==> config.mk <==
export PLATFORM = sky130hd
export DESIGN_NAME = pet_uart_rx
export DESIGN_NICKNAME = d
export VERILOG_FILES = /design/src/rtl/pet_uart_rx.sv
export SDC_FILE = /design/constraint.sdc
export NUM_CORES = 1
export LEC_CHECK = 0
export CORE_MARGIN = 5
export CORE_UTILIZATION = 60
export DETAILED_ROUTE_END_ITERATION = 10
export DONT_BUFFER_PORTS = 1
export PLACE_DENSITY = 0.77
export SETUP_SLACK_MARGIN = 0.2
export SLEW_MARGIN = 5
export SYNTH_ARGS = -nofsm -noshare
export SYNTH_HDL_FRONTEND = slang
export SYNTH_SLANG_ARGS = --single-unit
export TNS_END_PERCENT = 1
==> constraint.sdc <==
create_clock -name clk -period 2.8 [get_ports clk]
set_clock_uncertainty 0.1 [all_clocks]
set_input_delay 0.28 -clock clk [delete_from_list [all_inputs] [get_ports clk]]
set_output_delay 0.28 -clock clk [all_outputs]
set_load 0.05 [all_outputs]
==> src/rtl/pet_uart_rx.sv <==
// 8N1 serial receiver for the UART_TXD_IN pin: 2-flop sync, mid-bit sampling deframer,
// and a small first-word-fall-through byte FIFO with sticky framing/overrun flags.
module pet_uart_rx #(
    parameter int unsigned CLKS_PER_BIT = 5208,
    parameter int unsigned FIFO_AW      = 2
) (
    input  logic       clk,
    input  logic       reset,
    input  logic       rxd,
    input  logic       rd_en,
    input  logic       clr_err,
    output logic [7:0] data_out,
    output logic       data_valid,
    output logic       frame_err,
    output logic       overrun
);
    localparam int unsigned CntW  = $clog2(CLKS_PER_BIT);
    localparam int unsigned Depth = 2 ** FIFO_AW;
    localparam logic [CntW-1:0] CntFull = CntW'(CLKS_PER_BIT - 1);
    localparam logic [CntW-1:0] CntHalf = CntW'(CLKS_PER_BIT / 2 - 1);
    localparam logic [CntW-1:0] CntOne  = CntW'(1);

    typedef logic [FIFO_AW:0] ptr_t;
    localparam ptr_t PtrOne = ptr_t'(1);

    typedef enum logic [2:0] {StWaitHi, StIdle, StStart, StData, StStop} state_e;

    state_e          state_q, state_d;
    logic [CntW-1:0] cnt_q, cnt_d;
    logic [2:0]      bitn_q, bitn_d;
    logic [7:0]      shreg_q, shreg_d;
    logic            rx_meta_q, rxs_q;
    logic            push_req, frame_set;

    ptr_t            wr_ptr_q, rd_ptr_q;
    logic [7:0]      mem_q [Depth];
    logic            empty, full, push, pop, ovf_set;
    logic            frame_err_q, overrun_q;

    always_ff @(posedge clk) begin
        if (reset) begin
            rx_meta_q <= 1'b1;
            rxs_q     <= 1'b1;
            state_q   <= StWaitHi;
            cnt_q     <= '0;
            bitn_q    <= '0;
            shreg_q   <= '0;
        end else begin
            rx_meta_q <= rxd;
            rxs_q     <= rx_meta_q;
            state_q   <= state_d;
            cnt_q     <= cnt_d;
            bitn_q    <= bitn_d;
            shreg_q   <= shreg_d;
        end
    end

    always_comb begin
        state_d   = state_q;
        cnt_d     = cnt_q;
        bitn_d    = bitn_q;
        shreg_d   = shreg_q;
        push_req  = 1'b0;
        frame_set = 1'b0;
        case (state_q)
            // Only leave WAITHI once the line is high, so a held-low line can't start a frame.
            StWaitHi: if (rxs_q) state_d = StIdle;
            StIdle: begin
                if (!rxs_q) begin
                    state_d = StStart;
                    cnt_d   = CntHalf;
                end
            end
            StStart: begin
                if (cnt_q == '0) begin
                    if (!rxs_q) begin
                        state_d = StData;
                        cnt_d   = CntFull;
                        bitn_d  = '0;
                    end else begin
                        state_d = StIdle;
                    end
                end else begin
                    cnt_d = cnt_q - CntOne;
                end
            end
            StData: begin
                if (cnt_q == '0) begin
                    shreg_d = {rxs_q, shreg_q[7:1]};
                    cnt_d   = CntFull;
                    if (bitn_q == 3'd7) state_d = StStop;
                    else                bitn_d  = bitn_q + 3'd1;
                end else begin
                    cnt_d = cnt_q - CntOne;
                end
            end
            StStop: begin
                if (cnt_q == '0) begin
                    if (rxs_q) begin
                        push_req = 1'b1;
                        state_d  = StIdle;
                    end else begin
                        frame_set = 1'b1;
                        state_d   = StWaitHi;
                    end
                end else begin
                    cnt_d = cnt_q - CntOne;
                end
            end
            default: state_d = StWaitHi;
        endcase
    end

    // A pop on the same edge frees the slot, so a push into a full FIFO still lands.
    always_comb begin
        empty   = (wr_ptr_q == rd_ptr_q);
        full    = (wr_ptr_q[FIFO_AW] != rd_ptr_q[FIFO_AW]) &&
                  (wr_ptr_q[FIFO_AW-1:0] == rd_ptr_q[FIFO_AW-1:0]);
        pop     = rd_en && !empty;
        push    = push_req && (!full || pop);
        ovf_set = push_req && full && !pop;
    end

    always_ff @(posedge clk) begin
        if (reset) begin
            wr_ptr_q    <= '0;
            rd_ptr_q    <= '0;
            frame_err_q <= 1'b0;
            overrun_q   <= 1'b0;
        end else begin
            if (push) wr_ptr_q <= wr_ptr_q + PtrOne;
            if (pop)  rd_ptr_q <= rd_ptr_q + PtrOne;
            frame_err_q <= frame_set || (frame_err_q && !clr_err);
            overrun_q   <= ovf_set || (overrun_q && !clr_err);
        end
    end

    always_ff @(posedge clk) begin
        if (push) mem_q[wr_ptr_q[FIFO_AW-1:0]] <= shreg_q;
    end

    assign data_valid = !empty;
    assign data_out   = empty ? 8'h00 : mem_q[rd_ptr_q[FIFO_AW-1:0]];
    assign frame_err  = frame_err_q;
    assign overrun    = overrun_q;

endmodule

==> qor.csv <==
metric;value;unit
synthMuxAreaShare;9.231;%
synthAdderAreaFrac;3.077;%
final_hold_viol_count;0;
total_power;2.168;mW
start_util;62.89;%
yosysMostFrequentCell;dfxtp_1;
rsz0062_at_grt;true;
yosysTopAreaCellShare;29.54;%
ys_seq_area_share;53.54;%
syn_inst;282;
drive_gt1_share;16.15;%
fp-row-count;26;
worstSetupEndpoint;mem_q[3][2];
reg2reg_setup_slack;0.34;ns
cts_buffer_depth;2;
core-area;5172;sq um
gp_congestion;0.8912;
finish.utilization;69.01;%
avgSynthCellArea;11.54;sq um
netlist.top_cell.by_area;edfxtp_1;
hold_ws;0.02118;ns
detail-route-antenna-nets;0;
period_needed;2.462;ns
antenna_found_initial;0;
grt_pass1_vias;2080;
syn2layout_area_growth;9.731;%
synth_top_family_by_area;simple AND/OR/NAND/NOR gates;
viasPerCell;5.983;
wl_per_cell;16.46;microns
ir_drop;0.4036;mV
synthSimpleGateAreaFrac;19.88;%
synth-seq-cells;71;
register_area;1742;sq um
dp.cells;343;
synth-edff-count;32;
h-tree-depth;3;
r2r-start;cnt_q[0];
synth.distinct_cells;59;
n_antenna_cell;0;
drt-initial-drc-count;140;
p_leak;1.242;nW
r2r_end;mem_q[3][2];
worst_ep_arrival_time;2.36;ns
cts_tree;done;
synthTopCellsByArea;edfxtp_1 30%, dfxtp_1 24%, mux4_2 5.5%;
status;finished clean;
multi_input_area;1431;sq um
wl;5943;microns
n_fill_cell;380;
min_path_type;in2reg;
cts.clk_slew.worst_paths;0.07;ns
cts.sinks;71;
period_share;87.92;%
numCtsBuffers;9;
die_area;6995;sq um
fmax;0.4062;GHz
drc_errors;0;
path_cells;inv_1 -> ha_1 -> nor3b_2 -> nand4_2 -> nor3_4 -> and2_1;
synthFlopType;dfxtp_1;
insertion_delay;0.34;ns
synth_compound_area_share;9.885;%
final.setup.tns;0;ns
die_w;83.64;microns
path_max_fanout;8;
critPathMaxStageDelay;0.41;ns
max_slew_margin;62.70;%
worst_path_max_delay_cell;nor3_4;
clock-root-buffer;clkbuf_8;
drv_cap;0;
tightest_slew;0.5553;ns
async_flop_share;0;%
worstPathRequired;2.70;ns
yosysWarnings;0;
final_nets;299;
setup_violations;0;
maxSlewViolCount;0;
grt-ovfl-total;0;
vias;2160;
synthTopCellsByCount;39 x dfxtp_1, 32 x edfxtp_1, 29 x nor2_1, 19 x a21oi_1;
first_pass_iters;4;
fp.dieH;83.64;microns
grt_use_total;17.99;%
syn_nets;295;
dp_hpwl;4063;microns
worstSetupStartpointType;flip-flop;
grt_max_degree;36;
end_kind;flip-flop;
p_per_area;607.3;nW/um^2
path_class;reg2reg;
worstRegToRegCells;6;
fin_cells;361;
grt_pass1_wl;9949;microns
port_buffers;0;
top_level_ports;16;
syn_area;3253;sq um
synth_xor_area_share;1.885;%
crit_path_start;cnt_q[0];
## cells in the final DEF, fill, tap and decap left out, drive strengths merged, types with 2 or more instances in the layout
cell	instances
a211oi	3
a21oi	19
a22oi	4
a32o	2
and2	12
and3	2
buf	6
clkbuf	12
clkinv	3
dfxtp	39
edfxtp	32
ha	8
inv	6
mux2i	12
mux4	8
nand2	10
nand2b	3
nand3	4
nand3b	3
nand4	4
nor2	30
nor2b	2
nor3	12
nor3b	2
nor4	7
o211ai	2
o21ai	13
or2	2
or3	3
xnor2	4
xor2	3
## worst max-delay path, delay by kind of cell (launching register included)
| kind | cells | cell delay, ns |
|---|---|---|
| AND/OR/NAND/NOR | 4 | 1.39 |
| adder cells (fa/ha/maj) | 1 | 0.20 |
| flip-flops | 1 | 0.35 |
| buffers and inverters | 1 | 0.07 |
## cell families (layout without fill, tap and decap cells)
logic type                 Yosys count  in the layout
xor gates and xnor gates             7              7
and+or+nand+nor                    104            104
AOI/OAI and AO/OA                   52             52
adders and majority gates            8              8
buffers and inverters               20             29
muxes                               20             20
DFF                                 71             71
## how the worst min path moves through the flow
stage	startpoint	to	slack (ns)	depth (start not counted)
2_1_floorplan	rxd	rx_meta_q	0.28	1
3_3_place_gp	reset	cnt_q[3]	0.26	1
3_5_place_dp	reset	cnt_q[9]	0.26	1
4_1_cts	clr_err	overrun	0.004	2
5_1_grt	clr_err	overrun	0.02	2
6_report	clr_err	overrun	0.02	2
## registers in the layout (all words and copies together), names as in the netlist, 3 cells and up, named ones only
signal	cells
mem_q	32
cnt_q	13
wr_ptr_q	3
rd_ptr_q	3
state_q	3
bitn_q	3
shreg_q	8
## area by class of cell
type | count | area share [%]
multi-input cells | 191 | 40.10
clock buffers | 12 | 4.662
repair buffers | 7 | 1.893
flip-flops and latches | 71 | 48.79
well taps | 70 | 2.454
clock inverters | 4 | 1.472
inverters | 6 | 0.6309
## layer usage
metal	vias up	routed length (microns)	track usage, %	share of wire, %
met5	-	0	0	0
met4	0	118	9.211	2.0
met3	13	340	5.627	5.7
met2	67	3061	29.65	52
met1	1023	2424	21.07	41
li1	1057	-	-	-
## where the power goes
group          switching (mW)  leakage, nW  total [mW]  internal (mW)
clock network           0.362        0.112       0.853          0.492
logic                   0.132        0.518       0.211         0.0794
registers              0.0187        0.612        1.10           1.08
## stage by stage
stage / instance area [sq um] / setup slack [ns]
5_1_grt: 3570 / 0.1471
3_5_place_dp: 3319 / 0.3551
6_report: 3570 / 0.3382
2_1_floorplan: 3253 / 0.6829
3_3_place_gp: 3319 / 0.4305
4_1_cts: 3568 / 0.3109
## what timing repair did
item,CTS,global route
setup buffers,0,0
hold endpoints to repair,36,0
endpoints found under the setup margin,0,32
hold buffers,2,0
gates resized for setup,0,1
Power figures use the tool's default switching activity.
